`src/rtl/cp0_exc_ctrl.sv`:
```
// CP0 system-control block: BadVAddr, Count, Compare, Status, Cause, EPC with exception/ERET sequencing.
// Optional build macro CP0_RD_BYPASS_EN forwards a same-cycle MTC0 write to the MFC0 read port.
module cp0_exc_ctrl #(
  parameter int unsigned HW_INT_NUM   = 6,
  parameter int unsigned COUNT_DIV    = 2,
  parameter logic [31:0] RESET_STATUS = 32'h0040FF00,
  parameter logic [31:0] EXC_VECTOR   = 32'hBFC00380
) (
  input  logic                  clk,
  input  logic                  rst,
  input  logic [4:0]            rd_addr,
  output logic [31:0]           rd_data,
  input  logic                  wr_en,
  input  logic [4:0]            wr_addr,
  input  logic [31:0]           wr_data,
  input  logic [HW_INT_NUM-1:0] hw_int,
  input  logic                  exc_valid,
  input  logic [4:0]            exc_code,
  input  logic                  exc_bd,
  input  logic [31:0]           exc_pc,
  input  logic [31:0]           exc_badvaddr,
  input  logic                  eret,
  output logic                  int_pending,
  output logic                  flush,
  output logic [31:0]           flush_pc,
  output logic [31:0]           epc_o,
  output logic                  timer_int_o
);

  localparam logic [4:0]  REG_BADVADDR = 5'd8;
  localparam logic [4:0]  REG_COUNT    = 5'd9;
  localparam logic [4:0]  REG_COMPARE  = 5'd11;
  localparam logic [4:0]  REG_STATUS   = 5'd12;
  localparam logic [4:0]  REG_CAUSE    = 5'd13;
  localparam logic [4:0]  REG_EPC      = 5'd14;
  localparam logic [31:0] STATUS_WMASK = 32'h0040FF03;
  localparam logic [4:0]  PRESC_LAST   = 5'(COUNT_DIV - 1);

  logic [31:0]           badvaddr_q, badvaddr_d;
  logic [31:0]           count_q, count_d;
  logic [31:0]           compare_q, compare_d;
  logic [31:0]           status_q, status_d;
  logic [31:0]           epc_q, epc_d;
  logic                  bd_q, bd_d;
  logic                  ti_q, ti_d;
  logic [4:0]            exccode_q, exccode_d;
  logic [1:0]            ipsw_q, ipsw_d;
  logic [HW_INT_NUM-1:0] hw_q;
  logic [4:0]            presc_q, presc_d;

  logic                  mtc0_we;
  logic [7:0]            ip_w;
  logic [31:0]           cause_w;

  // MTC0 only lands when neither an exception nor an ERET commits this cycle.
  assign mtc0_we = wr_en & ~exc_valid & ~eret;

  always_comb begin
    badvaddr_d = badvaddr_q;
    count_d    = count_q;
    compare_d  = compare_q;
    status_d   = status_q;
    epc_d      = epc_q;
    bd_d       = bd_q;
    ti_d       = ti_q;
    exccode_d  = exccode_q;
    ipsw_d     = ipsw_q;
    presc_d    = presc_q;

    if (mtc0_we && wr_addr == REG_COUNT) begin
      count_d = wr_data;
      presc_d = '0;
    end else if (presc_q == PRESC_LAST) begin
      presc_d = '0;
      count_d = count_q + 32'd1;
      if (count_q + 32'd1 == compare_q) ti_d = 1'b1;
    end else begin
      presc_d = presc_q + 5'd1;
    end

    if (exc_valid) begin
      status_d[1] = 1'b1;
      exccode_d   = exc_code;
      if (!status_q[1]) begin
        epc_d = exc_bd ? exc_pc - 32'd4 : exc_pc;
        bd_d  = exc_bd;
      end
      if (exc_code == 5'd4 || exc_code == 5'd5) badvaddr_d = exc_badvaddr;
    end else if (eret) begin
      status_d[1] = 1'b0;
    end else if (wr_en) begin
      case (wr_addr)
        REG_STATUS:  status_d = (status_q & ~STATUS_WMASK) | (wr_data & STATUS_WMASK);
        REG_CAUSE:   ipsw_d   = wr_data[9:8];
        REG_EPC:     epc_d    = wr_data;
        // Placed after the count block so a same-cycle match is overridden by the clear.
        REG_COMPARE: begin
          compare_d = wr_data;
          ti_d      = 1'b0;
        end
        default: ;
      endcase
    end
  end

  always_ff @(posedge clk) begin
    if (rst) begin
      badvaddr_q <= '0;
      count_q    <= '0;
      compare_q  <= '0;
      status_q   <= RESET_STATUS;
      epc_q      <= '0;
      bd_q       <= 1'b0;
      ti_q       <= 1'b0;
      exccode_q  <= '0;
      ipsw_q     <= '0;
      hw_q       <= '0;
      presc_q    <= '0;
    end else begin
      badvaddr_q <= badvaddr_d;
      count_q    <= count_d;
      compare_q  <= compare_d;
      status_q   <= status_d;
      epc_q      <= epc_d;
      bd_q       <= bd_d;
      ti_q       <= ti_d;
      exccode_q  <= exccode_d;
      ipsw_q     <= ipsw_d;
      hw_q       <= hw_int;
      presc_q    <= presc_d;
    end
  end

  // IP7 is shared by the timer and the top HW line when all six lines are used.
  always_comb begin
    ip_w                    = '0;
    ip_w[1:0]               = ipsw_q;
    ip_w[2 +: HW_INT_NUM]   = hw_q;
    ip_w[7]                 = ip_w[7] | ti_q;
    cause_w                 = '0;
    cause_w[31]             = bd_q;
    cause_w[15:8]           = ip_w;
    cause_w[6:2]            = exccode_q;
  end

  always_comb begin
    rd_data = '0;
    case (rd_addr)
      REG_BADVADDR: rd_data = badvaddr_q;
      REG_COUNT:    rd_data = count_q;
      REG_COMPARE:  rd_data = compare_q;
      REG_STATUS:   rd_data = status_q;
      REG_CAUSE:    rd_data = cause_w;
      REG_EPC:      rd_data = epc_q;
      default:      rd_data = '0;
    endcase
`ifdef CP0_RD_BYPASS_EN
    if (wr_en && wr_addr == rd_addr) begin
      case (wr_addr)
        REG_STATUS:  rd_data = (status_q & ~STATUS_WMASK) | (wr_data & STATUS_WMASK);
        REG_CAUSE:   rd_data = {cause_w[31:10], wr_data[9:8], cause_w[7:0]};
        REG_EPC:     rd_data = wr_data;
        REG_COMPARE: rd_data = wr_data;
        REG_COUNT:   rd_data = wr_data;
        default: ;
      endcase
    end
`endif
  end

  assign int_pending = status_q[0] & ~status_q[1] & (|(ip_w & status_q[15:8]));
  assign flush       = exc_valid | eret;
  assign flush_pc    = exc_valid ? EXC_VECTOR : epc_q;
  assign epc_o       = epc_q;
  assign timer_int_o = ti_q;

endmodule

```
`config.mk`:
```
export PLATFORM = sky130hd
export DESIGN_NAME = cp0_exc_ctrl
export DESIGN_NICKNAME = d
export VERILOG_FILES = /design/src/rtl/cp0_exc_ctrl.sv
export SDC_FILE = /design/constraint.sdc
export NUM_CORES = 1
export LEC_CHECK = 0
export ABC_AREA = 1
export CELL_PAD_IN_SITES_DETAIL_PLACEMENT = 0
export CELL_PAD_IN_SITES_GLOBAL_PLACEMENT = 1
export CORE_ASPECT_RATIO = 0.6
export CORE_UTILIZATION = 39
export CTS_BUF_LIST = sky130_fd_sc_hd__clkbuf_4
export DETAILED_ROUTE_END_ITERATION = 12
export PLACE_DENSITY_LB_ADDON = 0.3
export SLEW_MARGIN = 20
export SYNTH_ARGS = -nofsm -noshare
export SYNTH_HDL_FRONTEND = slang
export SYNTH_SLANG_ARGS = --single-unit
```
`constraint.sdc`:
```
create_clock -name clk -period 3.9 [get_ports clk]
set_clock_uncertainty 0.2 [all_clocks]
set_input_delay 0.585 -clock clk [delete_from_list [all_inputs] [get_ports clk]]
set_output_delay 0.585 -clock clk [all_outputs]
set_load 0.05 [all_outputs]
```
### Word level (Yosys, flattened, before mapping)

Index checks and enable logic that the tools add are counted.

* output and inout port bits: 99
* word-level logic and storage cells: 80
* register bits after elaboration: 180

* add/subtract/negate cells: 3
* eq/ne operators: 17
* bitwise gates (word level): 11
* mux-type cells: 21
* reductions and logical operators: 16

Operators by type and width (number)
* $mux W32: 9
* $pmux W32 S6: 1
* $eq A5 B4 Y1 const B: 11
* $add A32 B1 Y32 const B: 1
* $eq A32 B32 Y1: 1
* $or A32 B23 Y32: 1
* $sub A32 B3 Y32 const B: 1
* $reduce_and A4 Y1: 4
* $eq A5 B3 Y1 const B: 2
* $mux W1: 9
* $and A8 B8 Y8: 1
* $reduce_or A8 Y1: 1
* $reduce_and A2 Y1: 3
* $reduce_bool A2 Y1: 3
* $reduce_bool A3 Y1: 2
* $add A5 B1 Y5 const B: 1
* $eq A5 B1 Y1 const B: 1
* $and A1 B1 Y1: 4
* $mux W2: 2
* $ne A2 B2 Y1 const B: 2
* $not A1 Y1: 3
* $reduce_or A3 Y1: 1
* $or A1 B1 Y1: 2
* $logic_and A1 B1 Y1: 1
* $logic_or A1 B1 Y1: 1

### Longest topological paths before layout

* depth in word-level cells: 9
* gate-level depth with buffers: 16
* depth with buffers taken out: 16

### Least setup slack after synthesis

No wires, ideal clock.

* kind: input to output
* start: input port rd_addr[4]
* end: output port rd_data[20]
* data required time: 3.115 ns
* slack: 0.543 ns
* stages on the path: 8
* arrival time: 2.572 ns
* path through: inv_1 > nand2_1 > nor2_1 > inv_1 > nor3_2 > inv_1 > clkbuf_1 > o21ai_0

* word-level cells in the longest chain between the ends: 2

Ends and longest elaborated chain
* start: declaration: line 11 `input logic [4:0] rd_addr,`
* $eq A5 B4 Y1: line 148 `case (rd_addr)`
* $pmux W32 S6 (*): line 148
* end: declaration: line 12 `output logic [31:0] rd_data,`

Mark *: on every way between the ends. The rest lies on a longest branch, timed or not.

### Worst setup path in the final report

* start: input port rd_addr[3]
* end: output port rd_data[25]

Same word-level chain as after synthesis.

==> results.ini <==
[run_status]
status=completed

[power_and_ir_drop]
max-vdd-ir-drop_v=0.0001732
p_leak_nw=5.183
power.density_nw_per_um2=277.7

[synthesis]
synth_top_cell_by_area=dfxtp_1
yosysWarnings=0
synth_seq_cells=159
synth_flop_cell=dfxtp_1
yosys.area.top_type_share=0.3280
synth.distinct_cells=46
netlist_area_um2=9703
syn_nets=1658
synthTopCellsByArea=dfxtp_1, nand2_1, nor2_1, inv_1, o21ai_0
seq_area_frac_synth=0.3280
syn_avg_cell_area_um2=6.338
ys_top_cells_by_count=nand2_1, nor2_1, inv_1, dfxtp_1, o21ai_0
async_flop_share=0
syn-instance-count=1531
synth_edf_count=0
yosysMostFrequentCell=nand2_1

[floorplanning]
core_area_um2=24280
die_h_um=124.2
std_cell_rows=44
die-area_um2=25540
start_util=0.3997
ios=222
die_x_um=205.6

[final_layout]
nets=1854
area_growth_syn_to_layout_pct=32.32
layout.cells.non_filler=2061
drive_gt1_frac=0.08641

[timing]
fmax_mhz=294.4
rsz0062_at_grt=false
drv_slew=0
setup_tns_ns=0
fin_crit_ns=3.397
slew_headroom=0.4941
period_share=0.8711
worst_hold_slack_ns=0.1648
hold_viol=0
tightestPinTransition_ns=0.7578
setup_viol=0

[run]
drv_cap=0

[clock_tree]
cts.sinks=159
ctsResizeCount=0
path_clk_slew_ns=0.12
postCtsHoldBufs=0
clock_latency_ns=0.63
cts_buffers=17
htreeDepth=4
clockBufferDepth=2
post-cts-setup-buffers=0
cts_tree=done
clockRootBuffer=clkbuf_4

[worst_setup_path]
path_class=input port to primary output
endpoint_kind=primary output
cp.arrival_ns=2.61
startpoint_type=input port
required_ns=3.12
ff2ff_setup_slack_ns=1.24
crit_fanout=17

[route]
firstDrtPassIters=6
ant_nets=0
wirelength_um=41370
wl_per_cell_um=20.07
via_count=11324
avgViaCountPerCell=5.494
drc_errors=0
drt_iter0_markers=1161

[grt]
grt_start_max_net_pins=59
grt_pass1_vias=10397
grt_pass1_wl_um=62230
antenna_found_initial=1
gr-total-overflow=0
track_usage=0.3326

[placement]
hpwl_um=32030
numPortBuffers=221
gp_congestion=1.015
dpl.cell_count=2030

[min_path]
hp-class=input port to flip-flop

==> state kept, by name, summed over array words and instances (netlist names), 2 cells and up <==
register,count
badvaddr_q,32
compare_q,32
status_q,11
hw_q,6
presc_q,5
ipsw_q,2
count_q,32
exccode_q,5
epc_o,32
==> critical path, stage by stage <==
cell and delay [ns]:
clkdlybuf4s50_1 0.47, nand2_1 0.05, nor2_1 0.18, inv_1 0.11
nor3_2 0.27, inv_1 0.10, buf_4 0.23, o21ai_0 0.40
buf_12 0.20
==> final timing paths <==
check / to / cells past startpoint / from
setup / recovery: rd_data[25] / 9 / rd_addr[3]
hold / removal: epc_o[0] / 3 / exc_valid
setup reg to reg: timer_int_o / 13 / count_q[1]
hold reg to reg: presc_q[0] / 1 / presc_q[0]
==> logic make-up after synthesis <==
logic type               share of synthesized area
XOR/XNOR                                   0.02179
flip-flops                                  0.3280
AND/OR/NAND/NOR                             0.3523
buffers and inverters                      0.09787
adder cells (fa/ha/maj)                   0.005158
AO/OA/AOI/OAI                               0.1948
==> final cells by class <==
cell class,count,area [µm²]
antenna,3,7.507
tap,322,402.9
multi-input combinational,1124,5594
timing repair buffer,245,2740
clock buffer,18,135.1
sequential,159,3183
clock inverter,10,100.1
inverter,180,675.6
fill,2433,11440
==> report_power, final <==
part | internal [W] | total, W | switching [W]
combinational | 0.000308 | 0.000850 | 0.000541
sequential | 0.00168 | 0.00174 | 0.0000656
clock | 0.000362 | 0.000974 | 0.000612
total | 0.00235 | 0.00356 | 0.00122
==> stage by stage <==
| stage | cell area, µm² | utilization | total power [W] | setup slack (ns) |
|---|---|---|---|---|
| 2_1_floorplan | 9703 | - | 0.002189 | 0.5434 |
| 3_3_place_gp | 12600 | 0.5188 | 0.002606 | 0.5918 |
| 3_5_place_dp | 12600 | 0.5188 | 0.002611 | 0.5772 |
| 4_1_cts | 12830 | 0.5285 | 0.003564 | 0.5483 |
| 5_1_grt | 12830 | 0.5285 | 0.003689 | 0.3568 |
| 6_report | 12840 | 0.5288 | 0.003565 | 0.5028 |
==> metal layers <==
layer | part of all wire | global-route usage
met1 | 0.46 | 0.4761
met5 | 0 | 0
met2 | 0.39 | 0.4592
met3 | 0.13 | 0.1146
met4 | 0.023 | 0.1037
==> cells in the final DEF, fill, tap and decap left out, types with 3 or more instances in the layout <==
master           instances
buf_12                  35
nor3_1                   7
ha_1                     4
o22ai_1                  9
or2_2                   15
nand2_4                  3
xor2_1                  14
nand2_2                 11
nand4_1                  6
a221oi_1                43
diode_2                  3
xnor2_1                  5
nand3b_1                 3
a21oi_1                 75
dfxtp_1                159
clkinv_1                 4
nor2_4                   7
o21ai_0                118
nor2_1                 237
o211ai_1                16
inv_2                    9
nor2_8                   4
o2111ai_1                7
clkbuf_4                18
a31oi_1                 27
o21ai_1                  5
clkdlybuf4s50_1        187
buf_4                   21
a22oi_1                 11
nand3_1                110
nand3_2                  3
inv_1                  171
nor2_2                   8
nor3_2                   4
nand2_1                356
No activity file was read; power rests on OpenSTA's default activity.
